===== src/rtl/uart_pkg.sv =====
// Shared UART definitions: FSM state encoding, default frame/baud constants
// and a counter-width helper, common to the transmitter and a future receiver.
package uart_pkg;

    localparam int UART_DBIT       = 8;
    localparam int UART_SB_TICK    = 16;
    localparam int UART_DVSR       = 326;  // 50 MHz / (16 * 9600)
    localparam int UART_OVERSAMPLE = 16;

    typedef enum logic [1:0] {
        IDLE,
        START,
        DATA,
        STOP
    } tx_state_t;

    function automatic int cnt_width(input int max_count);
        return (max_count > 1) ? $clog2(max_count) : 1;
    endfunction

endpackage


===== src/rtl/fifo_uart_tx_baud_gen.sv =====
// Mod-DVSR counter producing a one-cycle oversampling tick; held at zero
// while clr is high so the first tick lands DVSR cycles after release.
module baud_gen
    import uart_pkg::*;
#(
    parameter int DVSR = UART_DVSR
) (
    input  logic clk,
    input  logic reset,
    input  logic clr,
    output logic tick
);

    localparam int CW = cnt_width(DVSR);

    logic [CW-1:0] cnt;

    assign tick = (cnt == CW'(DVSR - 1)) && !clr;

    // NOTE: sequential state is always assigned with <= so every flop
    // samples the pre-edge values, independent of block ordering.
    always_ff @(posedge clk or negedge reset) begin
        if (!reset) begin
            cnt <= '0;
        end else if (clr || tick) begin
            cnt <= '0;
        end else begin
            cnt <= cnt + 1'b1;
        end
    end

endmodule


===== src/rtl/fifo_uart_tx.sv =====
// 8N1 UART transmitter draining a FIFO read port: pops one byte per frame
// with a single-cycle rd pulse and shifts it out LSB first.
module fifo_uart_tx
    import uart_pkg::*;
#(
    parameter int DBIT    = UART_DBIT,
    parameter int SB_TICK = UART_SB_TICK,
    parameter int DVSR    = UART_DVSR
) (
    input  logic            clk,
    input  logic            reset,
    input  logic            tx_en,
    input  logic            fifo_empty,
    input  logic [DBIT-1:0] fifo_r_data,
    output logic            fifo_rd,
    output logic            tx,
    output logic            tx_busy,
    output logic            tx_done_tick
);

    localparam int S_W = cnt_width((SB_TICK > UART_OVERSAMPLE) ? SB_TICK : UART_OVERSAMPLE);
    localparam int N_W = cnt_width(DBIT);

    tx_state_t       state, state_next;
    logic [S_W-1:0]  s, s_next;
    logic [N_W-1:0]  n, n_next;
    logic [DBIT-1:0] b, b_next;
    logic            tx_reg, tx_next;
    logic            done_reg, done_next;
    logic            tick;
    logic            baud_clr;

    assign baud_clr = (state == IDLE);

    baud_gen #(
        .DVSR(DVSR)
    ) u_baud_gen (
        .clk  (clk),
        .reset(reset),
        .clr  (baud_clr),
        .tick (tick)
    );

    always_ff @(posedge clk or negedge reset) begin
        if (!reset) begin
            state    <= IDLE;
            s        <= '0;
            n        <= '0;
            b        <= '0;
            tx_reg   <= 1'b1;
            done_reg <= 1'b0;
        end else begin
            state    <= state_next;
            s        <= s_next;
            n        <= n_next;
            b        <= b_next;
            tx_reg   <= tx_next;
            done_reg <= done_next;
        end
    end

    // NOTE: every output of this block gets a default first, so no path
    // leaves a signal unassigned and no latch is inferred.
    always_comb begin
        state_next = state;
        s_next     = s;
        n_next     = n;
        b_next     = b;
        tx_next    = tx_reg;
        done_next  = 1'b0;
        unique case (state)
            IDLE: begin
                tx_next = 1'b1;
                if (fifo_rd) begin
                    b_next     = fifo_r_data;
                    tx_next    = 1'b0;
                    s_next     = '0;
                    state_next = START;
                end
            end
            START: begin
                if (tick) begin
                    if (s == S_W'(UART_OVERSAMPLE - 1)) begin
                        s_next     = '0;
                        n_next     = '0;
                        tx_next    = b[0];
                        state_next = DATA;
                    end else begin
                        s_next = s + 1'b1;
                    end
                end
            end
            DATA: begin
                if (tick) begin
                    if (s == S_W'(UART_OVERSAMPLE - 1)) begin
                        s_next = '0;
                        if (n == N_W'(DBIT - 1)) begin
                            tx_next    = 1'b1;
                            state_next = STOP;
                        end else begin
                            b_next  = b >> 1;
                            tx_next = b_next[0];
                            n_next  = n + 1'b1;
                        end
                    end else begin
                        s_next = s + 1'b1;
                    end
                end
            end
            STOP: begin
                if (tick) begin
                    if (s == S_W'(SB_TICK - 1)) begin
                        s_next     = '0;
                        done_next  = 1'b1;
                        state_next = IDLE;
                    end else begin
                        s_next = s + 1'b1;
                    end
                end
            end
            default: state_next = IDLE;
        endcase
    end

    // The reset term keeps a byte from being popped (and lost) while held in reset.
    always_comb begin
        fifo_rd = (state == IDLE) && tx_en && !fifo_empty && reset;
        tx_busy = (state != IDLE);
    end

    assign tx           = tx_reg;
    assign tx_done_tick = done_reg;

endmodule


===== config.mk =====
export PLATFORM = sky130hd
export DESIGN_NAME = fifo_uart_tx
export DESIGN_NICKNAME = d
export VERILOG_FILES = /design/src/rtl/uart_pkg.sv /design/src/rtl/fifo_uart_tx_baud_gen.sv /design/src/rtl/fifo_uart_tx.sv
export SDC_FILE = /design/constraint.sdc
export NUM_CORES = 1
export LEC_CHECK = 0
export ABC_AREA = 1
export BUFFER_PORTS_ARGS = -buffer_cell sky130_fd_sc_hd__buf_2
export CORE_UTILIZATION = 50
export DETAILED_ROUTE_END_ITERATION = 16
export HOLD_SLACK_MARGIN = 0.03
export PLACE_DENSITY = 0.69
export SKIP_CTS_REPAIR_TIMING = 1
export SYNTH_ARGS = -nofsm -noshare
export SYNTH_HDL_FRONTEND = slang
export SYNTH_SLANG_ARGS = --single-unit
export TNS_END_PERCENT = 5

===== constraint.sdc =====
create_clock -name clk -period 1.9 [get_ports clk]
set_clock_uncertainty 0.1 [all_clocks]
set_input_delay 0.285 -clock clk [delete_from_list [all_inputs] [get_ports clk]]
set_output_delay 0.285 -clock clk [all_outputs]
set_load 0.1 [all_outputs]

Yosys cells after proc, flatten, opt, wreduce, memory -nomap -nowiden
Index checks and enable logic that the tools add are counted.
Widths: inputs -> output; s select.
{"block": "word_totals", "reg_bits": 28, "in_bits": 12, "out_inout_bits": 4, "word_cells": 79}
{"block": "op_classes", "add_sub_neg": 3, "n_eq_ne": 16, "mux": 35, "reduce_logical": 18}
{"operator": "$mux 8", "count": 4}
{"operator": "$mux 2", "count": 8}
{"operator": "$pmux 8 s2", "count": 1}
{"operator": "$mux 3", "count": 5}
{"operator": "$mux 4", "count": 3}
{"operator": "$ne 2x2->1 const B", "count": 6}
{"operator": "$reduce_and 5->1", "count": 2}
{"operator": "$add 9x1->9 const B", "count": 1}
{"operator": "$eq 9x9->1 const B", "count": 1}
{"operator": "$mux 1", "count": 9}
{"operator": "$mux 9", "count": 1}
{"operator": "$ne 2x1->1 const B", "count": 4}
{"operator": "$pmux 2 s4", "count": 1}
{"operator": "$pmux 4 s2", "count": 1}
{"operator": "$reduce_and 8->1", "count": 1}
{"operator": "$pmux 3 s2", "count": 1}
{"operator": "$reduce_and 6->1", "count": 1}
{"operator": "$reduce_bool 2->1", "count": 3}
{"operator": "$add 4x1->4 const B", "count": 1}
{"operator": "$eq 2x2->1 const B", "count": 2}
{"operator": "$eq 4x4->1 const B", "count": 1}
{"operator": "$logic_and 1x1->1", "count": 4}
{"operator": "$add 3x1->3 const B", "count": 1}
{"operator": "$eq 3x3->1 const B", "count": 1}
{"operator": "other kinds (8)", "count": 9}

Logic depth before layout (Yosys ltp)
{"block": "logic_depth", "word_depth": 6, "ltp_mapped": 11, "depth_no_buf": 11}

Cells and area by module
Synthesis repeated with hierarchy kept, for this count alone.
{"block": "unflattened", "cells_unflattened": 227, "hier_area_um2": 1687.9}
{"mod": "fifo_uart_tx", "instances": 1, "cells_each": 159, "area_per_inst_um2": 1193.6, "seq_area_each_um2": 476.7}
{"mod": "baud_gen", "instances": 1, "cells_each": 68, "area_per_inst_um2": 494.2, "seq_area_each_um2": 225.2}

Least setup slack after synthesis
OpenSTA, ideal clock, no wires.
{"block": "synth_path", "path_kind": "reg2reg", "from": "register state[0]", "to": "register b[0]", "setup_ns": 0.117, "arrival_ns": 2.058, "slack_ns": -0.375, "stages_incl_launch_ff": 9, "n_path_buf": 0, "path_cell_list": "dfrtp_1 -> inv_1 -> ha_1 -> inv_1 -> nand2_1 -> nand2_2 -> nand3_4 -> nand2_1 -> nand2_1"}
{"block": "synth_via", "elab_chain_cells": 6, "word_cells_on_any_way": 14}
{"item": "start, declared", "line_no": "fifo_uart_tx.sv:24", "text": "tx_state_t state, state_next;"}
{"item": "start signal, assigned", "line_no": "fifo_uart_tx.sv:53", "text": "state <= state_next;"}
{"item": "$logic_not 2->1", "line_no": "fifo_uart_tx.sv:33, fifo_uart_tx.sv:71, fifo_uart_tx.sv:127"}
{"item": "$logic_and 1x1->1 (3 in a row)", "line_no": "fifo_uart_tx.sv:127", "text": "fifo_rd = (state == IDLE) && tx_en && !fifo_empty && reset;"}
{"item": "$ne 2x2->1 (no source line)"}
{"item": "$reduce_and 5->1 (no source line)"}
{"item": "end signal, assigned", "line_no": "fifo_uart_tx.sv:56", "text": "b <= b_next;"}
{"item": "end, declared", "line_no": "fifo_uart_tx.sv:27", "text": "logic [DBIT-1:0] b, b_next;"}
Parallel ways exist; a longest one is shown, timed or not.
A chain may end at the register's enable or synchronous reset.

Worst setup path after layout
{"block": "layout_path", "from": "register state[1]", "to": "output port fifo_rd"}
{"block": "layout_via", "elab_chain_cells": 4}
{"item": "$logic_not 2->1", "line_no": "fifo_uart_tx.sv:127"}
{"item": "$logic_and 1x1->1 (3 in a row)", "line_no": "fifo_uart_tx.sv:127"}
{"item": "end, declared", "line_no": "fifo_uart_tx.sv:15", "text": "output logic fifo_rd,"}
Every way passes these cells.

==> results.txt <==
----------------------------------------------------
[Status]
  Status ... complete, no violations

[Min path]
  Worst Hold Path EP ... b[7]
  Source of the worst hold timing path ... fifo_r_data[7]
  Kind of path behind the tightest hold check ... input port to flip-flop
  Count of cells along the worst hold path ... 5

[Timing]
  RSZ-0062 raised after global routing ... true
  Worst hold slack across all endpoints ... 0.163 ns
  Minimum clock period ... 1.87 ns
  Total Neg Setup Slack ... 0 ns
  Pin slew with the least headroom to its limit ... 0.490 ns
  Tcrit/Tclk final ... 98.5%
  Number of endpoints failing setup at the final stage ... 0
  Maximum operating frequency ... 534 MHz
  Max-slew violation count ... 0
  Final hold viol count ... 0
  Max-slew headroom at the worst pin ... 67.6%

[Drt]
  DRC violation count after routing ... 0
  TritonRoute pass-1 iters ... 4
  Number of vias after detailed routing ... 1,428
  Detail-routed via count per cell ... 5.10
  DR WL/cell ... 11.4 um
  Post-Route WL ... 3.20 mm
  Detailed router's first-iteration violation count ... 78
  Antenna Nets Post-Route ... 0

[Synthesis]
  Synth area leader ... sky130_fd_sc_hd__dfrtp_1
  Main combinational cell family by area after synthesis ... simple AND/OR/NAND/NOR gates
  Number of distinct library cells after synthesis ... 23
  Share of synthesized cell area in and, or, nand and nor gates ... 36.3%
  Share of the synthesized area in compound gates (AO/OA/AOI/OAI) ... 5.39%
  Netlist area before placement ... 1600 um^2
  Yosys synthesis warning count ... 0
  Post-synth top area share ... 42.2%
  Total nets after synthesis ... 232
  Synthesized flop and latch total ... 28
  Part of the Yosys area used for sequential elements ... 43.8%
  Adder-Cell Fraction of Synth Area ... 7.81%
  Mean area per synthesized cell ... 7.63 um^2
  Share of synthesized area spent on multiplexers ... 0%
  Cells after synthesis ... 210
  Post-synthesis share of cell area spent on xor and xnor gates ... 0.546%
  Most area-consuming cells after synthesis ... sky130_fd_sc_hd__dfrtp_1, sky130_fd_sc_hd__nand2_1, sky130_fd_sc_hd__ha_1

[Placement]
  # placed instances ... 271
  Final estimated routing congestion in global placement ... 0.833
  Port bufs ... 15
  HPWL after detailed placement ... 2.33 mm

[Power and ir drop]
  Static leakage ... 1.02 nW
  Max IR drop VDD ... 0.632 mV
  Pwr/cell area ... 1480 nW/um^2

[Final layout]
  Net total in the final layout ... 259
  P&R area growth vs syn ... 19.2%
  Filler-free cell count of the finished design ... 280
  Ratio of cells with drive above 1 in the final layout ... 18.2%
  Largest registers ... u_baud_gen.cnt (9), b (8), s (4)
  Share of the core filled with cells in the final layout ... 62.6%
  Flip-flop count of the largest register after layout ... 9
  Largest register by flop count ... u_baud_gen.cnt
  Fill count ... 270
  Ant. Diodes ... 0

[Worst setup path]
  Setup slack of the worst register-to-register path ... 0.14 ns
  Crit path launch type ... flip-flop
  Reg-to-reg critical path startpoint ... n[0]
  Arrival time worst endpoint ... 1.49 ns
  Cell mode on critical path ... sky130_fd_sc_hd__inv_2
  Cell chain of the critical path ... inv_2 > ha_4 > nand4_4 > inv_2 > buf_12
  FF-to-FF path depth ... 8
  Terminus of the critical flop-to-flop path ... b[0]
  Kind of critical path ... flip-flop to primary output
  Buffers plus inverters on the worst setup path ... 3
  Maximum fanout encountered on the critical timing path ... 5
  Category of the worst setup path capture point ... primary output
  Crit path largest cell delay ... 0.45 ns
  Largest delay share family, worst path ... flip-flops
  Cell at the slowest stage of the critical path ... sky130_fd_sc_hd__dfrtp_1
  Data required time at the worst endpoint ... 1.51 ns

[Floorplanning]
  Initial core utilization ... 52.5%
  Die X ... 58.6 um
  Core box area ... 3050 um^2
  Rows ... 20
  Vertical die dimension ... 58.6 um
  Area of the die ... 3440 um^2
  I/O pin count ... 16

[Global routing]
  Antenna violations before repair ... 0
  Number of global-route vias before repair ... 1,335
  First-pass GRT wire length ... 5.52 mm
  Pin count of the biggest net entering global routing ... 29
  Total Routing Usage GR ... 20.7%
  Remaining Overflow, GRT ... 0

[CTS]
  Clk pin slew, worst setup/hold paths ... 0.16 ns
  Clock latency of the later-clocked register in the worst-skew pair ... 0.33 ns
  CTS H-tree lvls ... 1
  Buffer levels on the longest clock path ... 2
  CTS tree ... done
  CTS Root Cell ... sky130_fd_sc_hd__clkbuf_4
  Clock sink count ... 28
  CTS Buf Count ... 3

[Flow run]
  Max-cap violations ... 0

----------------------------------------------------
## layer usage
metal	global-route usage, %	wire (um)	vias up
met5	0	0	-
met2	36.0	1580	34
met3	2.42	113	2
met1	26.6	1490	666
met4	7.82	20	0
li1	-	-	726
## cell families (layout without fill, tap and decap cells)
family          Yosys count  in the layout
compound gates           14             14
xor+xnor                  1              1
fa+ha+maj                10             10
buf+inv                  25             51
flops                    28             28
simple gates            132            132
## per-stage QoR
step           area, um^2  total power, mW  setup slack (ns)
6_report             1910             2.82            0.0288
5_1_grt              1910             3.05           -0.0431
4_1_cts              1860             2.74            -0.144
3_5_place_dp         1800             2.35             0.121
3_3_place_gp         1800             2.31             0.179
2_1_floorplan        1630             2.00           -0.0131
## power by group
group	internal, mW	switching (mW)	total (mW)
Combinational	0.561	0.998	1.56
Clock	0.213	0.176	0.389
Sequential	0.764	0.111	0.874
Total	1.54	1.28	2.82
## Yosys cell counts
master	instances
sky130_fd_sc_hd__nand3_1	14
sky130_fd_sc_hd__nand2_2	2
sky130_fd_sc_hd__nand2_1	78
sky130_fd_sc_hd__dfstp_2	1
sky130_fd_sc_hd__nand4_1	10
sky130_fd_sc_hd__xor2_1	1
sky130_fd_sc_hd__o21ai_0	6
sky130_fd_sc_hd__nand3_4	1
sky130_fd_sc_hd__o21a_1	2
sky130_fd_sc_hd__dfrtp_1	27
sky130_fd_sc_hd__ha_1	10
sky130_fd_sc_hd__o21ai_1	1
sky130_fd_sc_hd__a21oi_4	1
sky130_fd_sc_hd__nor3_1	1
sky130_fd_sc_hd__a21oi_1	4
sky130_fd_sc_hd__buf_2	1
sky130_fd_sc_hd__nor2_2	1
sky130_fd_sc_hd__nand4_4	1
sky130_fd_sc_hd__nand3b_1	1
sky130_fd_sc_hd__inv_1	22
sky130_fd_sc_hd__nor2_1	23
sky130_fd_sc_hd__buf_4	1
sky130_fd_sc_hd__clkinv_1	1
## cells in the final DEF (no fill, tap or decap), types with 3 or more instances in the layout
cell / instances
sky130_fd_sc_hd__a21oi_1: 4
sky130_fd_sc_hd__buf_2: 13
sky130_fd_sc_hd__buf_4: 8
sky130_fd_sc_hd__clkbuf_4: 3
sky130_fd_sc_hd__dfrtp_1: 27
sky130_fd_sc_hd__ha_1: 9
sky130_fd_sc_hd__inv_1: 18
sky130_fd_sc_hd__inv_2: 3
sky130_fd_sc_hd__nand2_1: 76
sky130_fd_sc_hd__nand2_2: 3
sky130_fd_sc_hd__nand3_1: 14
sky130_fd_sc_hd__nand4_1: 10
sky130_fd_sc_hd__nor2_1: 22
sky130_fd_sc_hd__o21ai_0: 6
## worst max-delay path by stage
stage,start,endpoint,slack [ns],cells past startpoint
after floorplan,state[1],state[1],-0.01,7
after global placement,n[0],b[4],0.18,8
after detailed placement,n[0],b[0],0.12,8
after CTS,state[1],fifo_rd,-0.14,5
after global routing,state[1],fifo_rd,-0.04,5
final,state[1],fifo_rd,0.03,5
## final cells by class
class	count	area [um^2]	share of cell area, %
sequential	28	702	36.7
tap	44	55.1	2.88
inverter	23	90.1	4.72
clock inverter	1	30.0	1.57
clock buffer	3	22.5	1.18
timing repair buffer	24	175	9.17
multi-input combinational	157	836	43.7
## worst register-to-register path, stage by stage (launching register included)
cell and delay (ns):
sky130_fd_sc_hd__dfrtp_1 0.43, sky130_fd_sc_hd__ha_1 0.21, sky130_fd_sc_hd__ha_1 0.21, sky130_fd_sc_hd__nand2_2 0.10
sky130_fd_sc_hd__o21ai_2 0.07, sky130_fd_sc_hd__a21oi_4 0.26, sky130_fd_sc_hd__nand3_4 0.16, sky130_fd_sc_hd__nand2_1 0.09
sky130_fd_sc_hd__nand2_1 0.05
Power figures use the tool's default switching activity.
